===== config.mk =====
export PLATFORM = sky130hd
export DESIGN_NAME = pr_free_list_bank
export DESIGN_NICKNAME = d
export VERILOG_FILES = /design/src/rtl/pr_free_list_bank.sv
export SDC_FILE = /design/constraint.sdc
export NUM_CORES = 1
export LEC_CHECK = 0
export CAP_MARGIN = 30
export CORE_MARGIN = 10
export CORE_UTILIZATION = 56
export DETAILED_ROUTE_END_ITERATION = 10
export PLACE_DENSITY_LB_ADDON = 0.15
export SYNTH_ARGS = -nofsm -noshare
export SYNTH_HDL_FRONTEND = slang
export SYNTH_SLANG_ARGS = --single-unit

===== constraint.sdc =====
create_clock -name CLK -period 2.95 [get_ports CLK]
set_input_delay 0.59 -clock CLK [delete_from_list [all_inputs] [get_ports CLK]]
set_output_delay 0.59 -clock CLK [all_outputs]
set_load 0.005 [all_outputs]

===== src/rtl/pr_free_list_bank.sv =====
// Per-bank physical-register free list: circular FIFO of 5-bit upper PR values
// with occupancy watermarks and a pulse that flags enqueues dropped for carrying the wrong bank.
module pr_free_list_bank #(
  parameter int BANK            = 0,
  parameter int LENGTH          = 32,
  parameter int INIT_FREE_COUNT = 16,
  parameter int INIT_UPPER_BASE = 16,
  parameter int LOWER_THRESHOLD = 8,
  parameter int UPPER_THRESHOLD = 24
) (
  input  logic       CLK,
  input  logic       RST,
  input  logic       enq_valid,
  input  logic [6:0] enq_PR,
  output logic       enq_ready,
  output logic       deq_valid,
  output logic [6:0] deq_PR,
  input  logic       deq_ready,
  output logic [5:0] count,
  output logic       below_lower,
  output logic       above_upper,
  output logic       bank_err
);

  localparam logic [1:0] BANK_ID   = 2'(BANK);
  localparam logic [5:0] LEN       = 6'(LENGTH);
  localparam logic [5:0] LOW_MARK  = 6'(LOWER_THRESHOLD);
  localparam logic [5:0] HIGH_MARK = 6'(UPPER_THRESHOLD);
  localparam logic [5:0] INIT_CNT  = 6'(INIT_FREE_COUNT);
  localparam logic [4:0] INIT_TAIL = 5'(INIT_FREE_COUNT % LENGTH);
  localparam logic [4:0] LAST_IDX  = 5'(LENGTH - 1);

  logic [4:0] mem [LENGTH];
  logic [4:0] head;
  logic [4:0] tail;
  logic       bank_match;
  logic       do_enq;
  logic       do_deq;
  logic       bank_drop;

  // Explicit wrap keeps the pointers correct for non-power-of-two LENGTH.
  function automatic logic [4:0] next_ptr(input logic [4:0] p);
    return (p == LAST_IDX) ? 5'd0 : p + 5'd1;
  endfunction

  // Handshake, status flags and the head entry are pure functions of the registered state.
  always_comb begin
    enq_ready   = (count != LEN);
    deq_valid   = (count != 6'd0);
    deq_PR      = {mem[head], BANK_ID};
    below_lower = (count < LOW_MARK);
    above_upper = (count > HIGH_MARK);
    bank_match  = (enq_PR[1:0] == BANK_ID);
    do_enq      = enq_valid & enq_ready & bank_match;
    bank_drop   = enq_valid & enq_ready & ~bank_match;
    do_deq      = deq_valid & deq_ready;
  end

  // FIFO state; reset wins over any concurrent enqueue or dequeue.
  always_ff @(posedge CLK) begin
    if (RST) begin
      head     <= 5'd0;
      tail     <= INIT_TAIL;
      count    <= INIT_CNT;
      bank_err <= 1'b0;
      for (int i = 0; i < LENGTH; i++) begin
        mem[i] <= (i < INIT_FREE_COUNT) ? 5'(INIT_UPPER_BASE + i) : 5'd0;
      end
    end else begin
      bank_err <= bank_drop;
      if (do_enq) begin
        mem[tail] <= enq_PR[6:2];
        tail      <= next_ptr(tail);
      end
      if (do_deq) begin
        head <= next_ptr(head);
      end
      case ({do_enq, do_deq})
        2'b10:   count <= count + 6'd1;
        2'b01:   count <= count - 6'd1;
        default: count <= count;
      endcase
    end
  end

endmodule

==> results.txt <==
- The run finished with clean final reports.
- The routed design has 20.6 mm of wire.
- Number of antenna violations at the first check in global routing: 0
- Main area contributors after synthesis: edfxtp_1 (54%), mux2i_1 (5.1%), mux4_2 (5.1%)
- In the final design database the tool counted 767 nets.
- Async set-or-reset flop fraction in the synthesized netlist: 0%
* Cell Count Post-Placement: 936
* Number of hold violations in the final report: 0
- Cell Area, Synth: ~9000 µm²
* DR WL/cell: 21.3 µm
- The worst setup path is launched from a flop.
- Routability-driven placement finished with a final weighted congestion of 0.862.
* Total vias in the final route: roughly 6k
* Critical Path Max Stage Delay: 0.54 ns
- Summing internal, switching and leakage power gives 0.00608 W.
- Detailed router's first-iteration violation count: a little under 600
- Tot GR Track Use: 19.4%
- Psw: around 0.0015 W
* Slew headroom: a little under three fifths
* Routing usage on met1: 24.9%
- Clock tree skew after final layout: 0.00634 ns
- The smallest clock period supported by the final layout is computed as 2.84 ns.
* Sequential group share of total power: 48.6%
- Number of cells produced by synthesis: 727
- The largest individual stage delay along the critical path comes from the cell mux4_2.
- Power density relative to cell area: 602 nW/µm²
- Max Cap Violations: 0
- The clock passes through at most 2 buffers.
* Worst-path clk slew: 0.07 ns
- 29 I/O pins were placed.
- Clock latency on the worst-skew pair: around 0.42 ns
* Number of clock sinks: 182
- Category of the worst setup path capture point: output pin
- Pin slew with the least headroom to its limit: 0.665 ns
- Unrepaired setup endpoints after global routing: false
- The number of global-route vias before repair was 5900.
* Distinct cells, synth: 54
- In this design, the critical path's most frequently occurring cell is buf_12.
- Fmax: 352 MHz
* Via density per instance: 6.17
- The floorplan step set the die width to about 150 µm.
- The most used flip-flop cell after synthesis is edfxtp_1.
- Initial cell density of the core: 57.7%
* Worst-path cell chain: buf_12 > buf_12 > mux4_2 > a221oi_4 > nand3_1 > buf_2
- In this run, synthesis produced a sequential element count of between 150 and 200.
- Met3 Resource Use GR: approximately 5.1%
- Pre-antenna DRT Iters: 7
- Input/output buffers: 26
- The first global-routing pass estimated 32.6 mm of wire.
- Crit Path Max Fanout: 14
- Net switching is about a quarter of the power.
- Leaving out filler cells and counting taps, the final layout contains 970.
- Measured along the y axis, the die boundary spans 146 µm.
- Comb pwr share: 14.8%
- The critical path is of the flop to output pin type.
* Inserted Diodes: 0
- Top-area cell type share of the netlist area: 54.1%
* Sum Neg Setup Slack: 0 ns
- Global routing consumed, on the met2 layer, around 31% of the routing resources.
- The internal power of the cells totals about 0.0046 W.
- After synthesis, the mean cell area works out to approximately 12 µm².
- Data arrival time of the critical path: about 2.3 ns
- Die Outline Area: 21300 µm²
- The cell sitting at the root of the clock tree is a clkbuf_16.
- H-tree level count: 4
- Static Leakage: about 3.4 nW
* Worst hold-check path type: flop to flop
- In this run the standard cell core region covers 15400 µm².
- TritonCTS built the clock tree.
- From synthesis to final layout, the design area changed by 13.8%.
- Once detailed placement completed, the half-perimeter wirelength came to about 14 mm.
* Number of max-slew violations in the final report: 0
- Row generation in the floorplan step produced 45 rows.
* Number of failing setup endpoints in the final timing report: 0
* Share of layout cells above drive strength 1: 17.0%
* Total grt overflow: 0
- Number of warnings issued by yosys: 0
* Routing layer with the top usage in global route: met2
- IR analysis of the VDD net gives a maximum drop of roughly 0.0004 V.
- Top cell type by total area after synthesis: edfxtp_1
* Share of the yosys chip area belonging to registers: approximately three fifths
- Antenna-violating nets left: 0
- STA puts the critical path data required time at 2.36 ns.
- Yosys mapped a number of flops with a built-in enable equal to 160.
- Portion of total power attributed to the clock network: 36.6%
- TritonCTS created 17 clock buffers.
- After layout, the worst path uses 96.2% of the clock period.
- Drt drc: 0
- Entering global routing, the biggest net connects 55 pins.
==> per-layer routing <==
layer  vias up  share of wire [%]
met5         -                  0
met4         0                2.0
met3        35                8.9
met2       283                 48
met1      2921                 41
li1       2746                  -
==> stage by stage <==
| stage | util (%) | hold slack [ns] | instance area [µm²] | setup slack [ns] |
|---|---|---|---|---|
| after global placement | 61.5 | 0.486 | 9450 | 0.127 |
| after CTS | 65.6 | 0.502 | 10100 | 0.0543 |
| after floorplan | - | 0.468 | 8890 | 0.0291 |
| after detailed placement | 61.5 | 0.494 | 9450 | 0.0670 |
| final | 65.7 | 0.498 | 10100 | 0.111 |
| after global routing | 65.7 | 0.527 | 10100 | 0.0131 |
==> cells in the mapped netlist, drive strengths merged, types with 2 or more instances <==
| master | number |
|---|---|
| edfxtp | 160 |
| nor3 | 62 |
| nor2 | 58 |
| nand3 | 49 |
| mux2i | 45 |
| clkbuf | 44 |
| nand2 | 38 |
| or2 | 26 |
| buf | 24 |
| dfxtp | 22 |
| mux4 | 20 |
| a21oi | 18 |
| nand2b | 18 |
| and2 | 15 |
| and3 | 15 |
| a22oi | 12 |
| ha | 10 |
| inv | 10 |
| or3 | 9 |
| nor2b | 7 |
| o21ai | 6 |
| a221oi | 5 |
| a22o | 5 |
| o211ai | 5 |
| o21bai | 5 |
| o211a | 4 |
| or4 | 4 |
| a31oi | 3 |
| nand3b | 3 |
| xor2 | 3 |
| and3b | 2 |
| nor3b | 2 |
| or3b | 2 |
| or4b | 2 |
==> cells in the final DEF (no fill, tap or decap), types with 18 or more instances in the layout <==
| master | count |
|---|---|
| nand3_1 | 49 |
| clkdlybuf4s50_1 | 20 |
| nor3_1 | 62 |
| dfxtp_1 | 20 |
| edfxtp_1 | 160 |
| mux4_2 | 20 |
| mux2i_1 | 45 |
| nand2b_1 | 18 |
| clkbuf_16 | 18 |
| nand2_1 | 38 |
| nor2_1 | 58 |
| buf_4 | 34 |
| a21oi_1 | 18 |
==> logic make-up after synthesis <==
family                     after synthesis  synth area share (%)
and+or+nand+nor                        315                  18.5
DFF                                    182                  59.1
buffers and inverters                   78                  4.12
AOI/OAI and AO/OA                       72                  6.25
muxes                                   66                  10.3
adders and majority gates               10                  1.41
xor gates and xnor gates                 3                 0.296
other                                    1                0.0422
==> worst paths after layout <==
check | startpoint | endpoint | slack, ns | cells past startpoint
max reg2reg | count[1]$_SDFFE_PP0P_ | count[4]$_SDFFE_PP1P_ | 0.18 | 9
min reg2reg | head[1]$_SDFFE_PP0N_ | flop | 0.50 | 2
max | flop | deq_PR[2] | 0.11 | 6
min | head[1]$_SDFFE_PP0N_ | flop | 0.50 | 2
==> what timing repair did <==
item | CTS | global route
buffers inserted | 0 | 1
gates resized for setup | 26 | 5
hold buffers | 0 | 0
pin swaps | 6 | 2
endpoints found under the setup margin | 5 | 5
endpoints found under the hold margin | 0 | 0
gates cloned | 1 | 0
==> power groups by stage <==
stage               Combinational, W  Sequential, W  Clock (W)
floorplan                   0.000593        0.00298          0
global placement            0.000875        0.00300          0
detailed placement          0.000887        0.00300          0
CTS                         0.000902        0.00295    0.00225
global route                0.000977        0.00297    0.00236
finish                      0.000899        0.00295    0.00223
==> flip-flops by register name, summed over array words and instances, names as in the netlist, named ones only <==
| register | count |
|---|---|
| bank_err | 1 |
| count | 6 |
| head | 5 |
| tail | 5 |
| mem | 160 |
==> cell type report <==
cell class,instances,area [µm²]
fill,1139,5270
sequential,182,5250
multi-input combinational,468,3330
timing repair buffer,67,633
clock buffer,22,495
tap,211,264
clock inverter,10,92.6
inverter,10,37.5
==> critical path, delay by kind of cell (launching register included) <==
family	cells	cell delay, ns
compound gates	1	0.34
simple gates	1	0.12
buf+inv	3	0.44
flops	1	0.38
mux	1	0.54
Power figures use the tool's default switching activity.
